--- src/rtl/bin2bcd_amisha_pkg.sv ---
// ---------------------------------------------------------------------------
// bin2bcd_amisha_pkg
//   Shared constants and types for the binary-to-BCD converter.
//   - state_e    : FSMD control states (idle/op/done)
//   - BIN_W      : operand width in bits
//   - DIGITS     : number of packed BCD digits produced
//   - OP_CYCLES  : shift/adjust iterations per conversion
//   - CNT_W      : width of the iteration counter
//   - BCD_W      : width of the packed BCD result
// ---------------------------------------------------------------------------
package bin2bcd_amisha_pkg;

  localparam int unsigned BIN_W     = 20;
  localparam int unsigned DIGITS    = 7;
  localparam int unsigned OP_CYCLES = 20;
  localparam int unsigned CNT_W     = 5;
  localparam int unsigned BCD_W     = 4 * DIGITS;

  typedef enum logic [1:0] {
    StIdle = 2'b00,
    StOp   = 2'b01,
    StDone = 2'b10
  } state_e;

endpackage

--- src/rtl/bcd_adj_amisha.sv ---
// ---------------------------------------------------------------------------
// bcd_adj_amisha
//   Double-dabble digit correction: a BCD digit greater than 4 gets 3 added
//   (modulo 16) so that the following left shift carries correctly into the
//   next decimal digit.
//   Ports:
//     digit      in   4  working BCD digit before the shift
//     digit_adj  out  4  corrected digit
// ---------------------------------------------------------------------------
module bcd_adj_amisha (
  input  logic [3:0] digit,
  output logic [3:0] digit_adj
);

  always_comb begin
    digit_adj = digit;
    if (digit > 4'd4) begin
      digit_adj = digit + 4'd3;
    end
  end

endmodule

--- src/rtl/bin2bcd_amisha.sv ---
// ---------------------------------------------------------------------------
// bin2bcd_amisha
//   Sequential 20-bit binary to 7-digit packed BCD converter (double dabble).
//   A start in idle captures the operand; 20 adjust-and-shift cycles follow;
//   the result is loaded into bcd_amisha on the final shift edge and a
//   one-cycle done_tick_amisha follows. The previous result stays visible
//   for the whole of the next conversion.
//   Ports:
//     clk_amisha        in   1   rising-edge clock
//     reset_amisha      in   1   asynchronous active-high reset
//     start_amisha      in   1   conversion request, honoured only in idle
//     bin_amisha        in   20  unsigned operand, captured on accept
//     ready_amisha      out  1   high while idle
//     done_tick_amisha  out  1   one-cycle pulse after the result loads
//     bcd_amisha        out  28  packed BCD, [27:24] = 10^6 .. [3:0] = 10^0
// ---------------------------------------------------------------------------
module bin2bcd_amisha
  import bin2bcd_amisha_pkg::*;
(
  input  logic              clk_amisha,
  input  logic              reset_amisha,
  input  logic              start_amisha,
  input  logic [BIN_W-1:0]  bin_amisha,
  output logic              ready_amisha,
  output logic              done_tick_amisha,
  output logic [BCD_W-1:0]  bcd_amisha
);

  state_e             state_q, state_d;
  logic [BIN_W-1:0]   shift_q, shift_d;
  logic [BCD_W-1:0]   work_q,  work_d;
  logic [CNT_W-1:0]   n_q,     n_d;
  logic [BCD_W-1:0]   bcd_q,   bcd_d;

  logic [BCD_W-1:0]   work_adj;
  logic [BCD_W-1:0]   work_shifted;
  logic [BIN_W-1:0]   shift_shifted;
  logic [CNT_W-1:0]   n_dec;
  logic               unused_top_bit;

  // Per-digit correction applied to the current working digits.
  for (genvar i = 0; i < DIGITS; i++) begin : g_adj
    bcd_adj_amisha u_adj (
      .digit     (work_q[4*i +: 4]),
      .digit_adj (work_adj[4*i +: 4])
    );
  end

  // Digit chain and shift register move left together; the operand MSB
  // enters digit 0. The top bit of digit 6 falls off (never set for a
  // 20-bit operand, whose maximum fits in 7 digits).
  assign work_shifted   = {work_adj[BCD_W-2:0], shift_q[BIN_W-1]};
  assign shift_shifted  = {shift_q[BIN_W-2:0], 1'b0};
  assign n_dec          = n_q - CNT_W'(1);
  assign unused_top_bit = work_adj[BCD_W-1];

  always_comb begin
    state_d = state_q;
    shift_d = shift_q;
    work_d  = work_q;
    n_d     = n_q;
    bcd_d   = bcd_q;
    case (state_q)
      StIdle: begin
        if (start_amisha) begin
          shift_d = bin_amisha;
          work_d  = '0;
          n_d     = CNT_W'(OP_CYCLES);
          state_d = StOp;
        end
      end
      StOp: begin
        work_d  = work_shifted;
        shift_d = shift_shifted;
        n_d     = n_dec;
        if (n_dec == '0) begin
          bcd_d   = work_shifted;
          state_d = StDone;
        end
      end
      StDone: begin
        state_d = StIdle;
      end
      default: begin
        state_d = StIdle;
      end
    endcase
  end

  always_ff @(posedge clk_amisha or posedge reset_amisha) begin
    if (reset_amisha) begin
      state_q <= StIdle;
      shift_q <= '0;
      work_q  <= '0;
      n_q     <= '0;
      bcd_q   <= '0;
    end else begin
      state_q <= state_d;
      shift_q <= shift_d;
      work_q  <= work_d;
      n_q     <= n_d;
      bcd_q   <= bcd_d;
    end
  end

  // Outputs decode the state register only; no input reaches them directly.
  assign ready_amisha     = (state_q == StIdle);
  assign done_tick_amisha = (state_q == StDone);
  assign bcd_amisha       = bcd_q;

endmodule
--- config.mk ---
export PLATFORM = sky130hd
export DESIGN_NAME = bin2bcd_amisha
export DESIGN_NICKNAME = d
export VERILOG_FILES = /design/src/rtl/bin2bcd_amisha_pkg.sv /design/src/rtl/bcd_adj_amisha.sv /design/src/rtl/bin2bcd_amisha.sv
export SDC_FILE = /design/constraint.sdc
export NUM_CORES = 1
export LEC_CHECK = 0
export CAP_MARGIN = 20
export CORE_MARGIN = 1.5
export CORE_UTILIZATION = 59
export DETAILED_ROUTE_END_ITERATION = 12
export GPL_ROUTABILITY_DRIVEN = 0
export GPL_TIMING_DRIVEN = 0
export PLACE_DENSITY = 0.95
export SLEW_MARGIN = 20
export SYNTH_ARGS = -nofsm -noshare
export SYNTH_HDL_FRONTEND = slang
export SYNTH_SLANG_ARGS = --single-unit
--- constraint.sdc ---
create_clock -name clk_amisha -period 6.3 [get_ports clk_amisha]
set_input_delay 0.63 -clock clk_amisha [delete_from_list [all_inputs] [get_ports clk_amisha]]
set_output_delay 0.63 -clock clk_amisha [all_outputs]
set_load 0.02 [all_outputs]
=== Word level (Yosys, flattened, before mapping) ===
Cells that the tools add are included.

* Equality and inequality tests: 4
* Reduce and logical (&&, ||, !) cells: 6
* Order comparisons: 7
* $add $sub $neg: 8
* Muxes and demuxes: 16

{| class="wikitable"
|+ Operators by type and width
! operator !! count
|-
| $pmux W28 S2 || 1
|-
| $pmux W20 S2 || 1
|-
| $gt A4 B3 Y1 const B || 7
|-
| $mux W28 || 1
|-
| $add A4 B2 Y4 const B || 6
|-
| $mux W4 || 6
|-
| $mux W20 || 1
|-
| $pmux W5 S2 || 1
|-
| $reduce_and A2 Y1 || 3
|-
| $logic_not A5 Y1 || 1
|-
| $mux W5 || 1
|-
| $sub A5 B1 Y5 const B || 1
|-
| $mux W2 || 2
|-
| $ne A2 B2 Y1 const B || 2
|-
| $pmux W2 S2 || 1
|-
| $add A3 B2 Y3 const B || 1
|-
| $mux W3 || 1
|-
| $eq A2 B1 Y1 const B || 1
|-
| $eq A2 B2 Y1 const B || 1
|-
| $logic_not A2 Y1 || 1
|-
| $reduce_bool A2 Y1 || 1
|}

* Flip-flop bits (word level): 83
* Bits of input ports: 23
* Word-level logic and storage cells: 46
* Output and inout bits: 30

=== Depth between registers and ports, before layout ===
* Depth in word-level cells: 4
* Depth in mapped cells: 8
* Gate-level depth less buffers: 6

=== By module ===
From an unflattened synthesis, not the netlist that was laid out.

* Cell total of the unflattened synthesis: 476
* Area total of the unflattened synthesis: 4423.0 µm²

{| class="wikitable"
|+ Modules (own cells, without submodules)
! module !! cells an instance !! area an instance (µm²) !! seq. area each (µm²) !! times used
|-
| bin2bcd_amisha || 371 || 3696.0 || 2077.0 || 1
|-
| bcd_adj_amisha || 15 || 103.8 || 0.0 || 7
|}

=== Least setup slack after synthesis ===
OpenSTA, ideal clock, no wires.

* Kind: reg2reg
* From: register n_q[0]
* To: register bcd_q[17] (netlist: bcd_amisha[17])
* Path buffers: 2
* Setup slack: 4.395 ns
* Required time: 6.175 ns
* Cell stages (with the launch flop): 8
* Setup time: 0.125 ns
* Data arrival time: 1.780 ns
* Clock period less this slack: 1.905 ns
* Cell sequence: dfrtp_1 inv_1 ha_1 o41ai_2 nand4_1 buf_6 buf_6 mux2_4

* Longest elaborated chain between the ends: 3

{| class="wikitable"
|+ Ends and longest elaborated chain
! item !! line !! source
|-
| from (decl) || bin2bcd_amisha.sv:32 || <nowiki>logic [CNT_W-1:0] n_q, n_d;</nowiki>
|-
| from (signal assigned) || bin2bcd_amisha.sv:101 || <nowiki>n_q <= n_d;</nowiki>
|-
| $sub A5 B1 Y5 || bin2bcd_amisha.sv:54 || <nowiki>assign n_dec = n_q - CNT_W'(1);</nowiki>
|-
| $logic_not A5 Y1 || bin2bcd_amisha.sv:76 || <nowiki>if (n_dec == '0) begin</nowiki>
|-
| $reduce_and A2 Y1 (no line) || - ||
|-
| to (signal assigned) || bin2bcd_amisha.sv:96 || <nowiki>bcd_q <= '0;</nowiki>
|-
| to (signal assigned) || bin2bcd_amisha.sv:102 || <nowiki>bcd_q <= bcd_d;</nowiki>
|-
| to (decl) || bin2bcd_amisha.sv:33 || <nowiki>logic [BCD_W-1:0] bcd_q, bcd_d;</nowiki>
|}

No other way between the ends.
A chain may end at the register's enable or synchronous reset.

=== Final worst setup path ===
* From: register state_q[1]
* To: output port done_tick_amisha

* Longest elaborated chain between the ends: 1

{| class="wikitable"
|+ Ends and longest elaborated chain
! item !! line !! source
|-
| from (decl) || bin2bcd_amisha.sv:29 || <nowiki>state_e state_q, state_d;</nowiki>
|-
| from (signal assigned) || bin2bcd_amisha.sv:92 || <nowiki>state_q <= StIdle;</nowiki>
|-
| from (signal assigned) || bin2bcd_amisha.sv:98 || <nowiki>state_q <= state_d;</nowiki>
|-
| $eq A2 B2 Y1 || bin2bcd_amisha.sv:108 || <nowiki>assign done_tick_amisha = (state_q == StDone);</nowiki>
|-
| to (decl) || bin2bcd_amisha.sv:25 || <nowiki>output logic done_tick_amisha,</nowiki>
|}

No other way between the ends.

==> results.yml <==
global_route:
  antenna_found_initial: 0
  grt_pass1_vias: 3275
  grt_start_max_net_pins: 59
  grt_first_pass_wirelength_mm: 15.39
  grt_usage: 0.2689
  overflow: 0
clock_network:
  path_clk_slew_ps: 80
  cts_buffers: 9
  cts.repair.resized: 0
  postCtsSetupRepairBufs: 0
  cts-root-buf: "clkbuf_8"
  cts_tree: "yes"
  cts_buffer_depth: 2
  ctsHoldBuffers: 0
  clock-sinks: 83
  h-tree-depth: 3
  clock_latency_ps: 350
critical_path:
  worstSetupEndpointType: "output pin"
  crit_type: "reg -> out"
  critPathLaunchType: "register"
  slowest_delay_ps: 610
  crit_required_ps: 5670
  cpMostUsedCell: "clkbuf_1"
  slowest_stage: "clkdlybuf4s50_1"
  worst-path-buf-inv: 3
  path_cells: "clkbuf_1, clkbuf_1, nor2b_1, clkdlybuf4s50_1"
  cp.arrival_ps: 2150
  crit_family: "buffers and inverters"
  crit_fanout: 10
drt:
  dr_total_vias: 3241
  drc: 3
  vias_per_cell: 6.002
  first_iter_violations: 241
  wirelength_mm: 9.104
  dr.pass1.iters: 8
  wire_per_inst_um: 16.86
  drt.antenna.violating_nets: 0
floorplan:
  fp.coreArea_um2: 6459
  die_w_um: 85.60
  die_h_um: 85.60
  rows: 29
  dieArea_um2: 7327
  initial_core_util: 0.6232
  pin_count: 53
place:
  dpl.cell_count: 524
  port_buffers: 52
  pre_cts_ws_ps: 3801
  dp_hpwl_mm: 6.054
finish:
  drive_gt1_frac: 0.09935
  multi_input_area_um2: 1717
  stdcell_count: 540
  most-common-layout-cells: "dfrtp_1 (83), o21ai_0 (57), clkdlybuf4s50_1 (52)"
  n_fill_cell: 418
  nets: 490
  diodes: 0
  seqCellArea_um2: 2077
  area_growth_pct: 22.07
  layout_commonest_cell: "dfrtp_1"
timing:
  hold_violations: 0
  setup_viol: 0
  setup-tns-final_ps: 0
  fin_crit_sh: 0.4419
  fmax_ghz: 0.3592
  slew_headroom: 0.5291
  rsz0062_at_grt: "no"
  finalCriticalPeriod_ps: 2784
  tightestPinTransition_ps: 704.8
  drv_slew: 0
  setup_ws_ps: 3516
  finClkSkew_ps: 5.865
power:
  p_per_area_nw_per_um2: 535.2
  finalPower_mw: 2.629
  peakVddDrop_v: 0.0002427
  leakage_nw: 2.228
logic_synthesis:
  ys_seq_area_frac: 0.5160
  yosys_warnings: 0
  synth_cells: 394
  ys_ff_latch: 83
  synthesis.nets: 426
  netlist_top_cells_area: "dfrtp_1 (52%), o21ai_0 (7.1%), mux2_2 (6.4%), a21oi_1 (4.0%), a22oi_1 (3.5%)"
  synthesis.area_um2: 4025
  synth_area_leader_cell: "dfrtp_1"
  synth.avg_cell_area_um2: 10.22
  ys_types: 28
  synth_top_area_frac: 0.5160
worst_hold_path:
  hp-class: "reg -> reg"
flow_run:
  drv_cap: 0
outcome:
  status: "complete, but fails checks"
  violations: "design-rule violations"
## path summary, 6_finish.rpt
kind | to | startpoint | slack, ps | cells after the start
max in group asynchronous | shift_q[5] | reset_amisha | 5100 | 3
max | done_tick_amisha | state_q[1] | 3520 | 4
min | shift_q[18] | shift_q[18] | 500 | 2
min in group asynchronous | bcd_amisha[27] | reset_amisha | 600 | 2
max reg2reg | bcd_amisha[17] | n_q[0] | 4120 | 7
min reg2reg | shift_q[18] | shift_q[18] | 500 | 2
## kinds of logic (layout without fill, tap and decap cells)
| logic type | count (synthesis) | after routing | synth area share |
|---|---|---|---|
| simple gates | 73 | 73 | 0.09388 |
| compound gates | 128 | 128 | 0.1896 |
| fa+ha+maj | 9 | 9 | 0.02798 |
| mux | 35 | 35 | 0.09543 |
| xor+xnor | 9 | 9 | 0.01958 |
| buf+inv | 57 | 126 | 0.05751 |
| flops | 83 | 83 | 0.5160 |
## synth_stat cells, drive strengths merged
library cell  number
dfrtp             83
o21ai             57
inv               35
a21oi             32
mux2              24
nand2             22
nor2b             22
a22oi             19
clkbuf            18
nor3              16
a22o              13
mux2i             11
ha                 9
xnor2              9
nand2b             7
buf                4
nor2               3
a21o               2
a31oi              1
a41oi              1
and3b              1
nand3b             1
nand4              1
o21a               1
o21bai             1
o41ai              1
## tightest hold or removal path, delay by kind of cell, from the launching register on
kind	cells	cell delay, ps
compound gates	1	60
flops	1	360
simple gates	1	50
## cell type report
cell class                      count  area share
Buffer                             22     0.02037
Clock buffer                       11     0.02878
Clock inverter                      5     0.02037
Inverter                           35     0.02725
Multi-Input combinational cell    254      0.3494
Sequential cell                    83      0.4227
Tap cell                           77     0.01961
Timing Repair Buffer               53      0.1115
## sequential cells by signal, summed over array words and instances (netlist names)
signal and cells:
n_q 5, state_q 2, shift_q 20, bcd_amisha 28, work_q 28
## through the flow
stage                     instance area [um^2]  hold slack (ps)    util
after global placement                    4642            468.7  0.7187
after CTS                                 4913            498.6  0.7608
final                                     4913            503.5  0.7608
after floorplan                           4025            450.7       -
after global routing                      4913            528.8  0.7608
after detailed placement                  4672            480.8  0.7234
## metal layers
layer,vias up,GRT usage,part of all wire
li1,1508,-,-
met2,113,0.4452,0.52
met5,-,0,0
met1,1604,0.3494,0.42
met4,0,0.1144,0.018
met3,16,0.05101,0.045
## power breakdown
| part | internal [mW] | switching (mW) |
|---|---|---|
| Sequential | 0.753 | 0.188 |
| Combinational | 0.559 | 0.664 |
| Clock | 0.273 | 0.192 |
No activity file was read; power rests on OpenSTA's default activity.
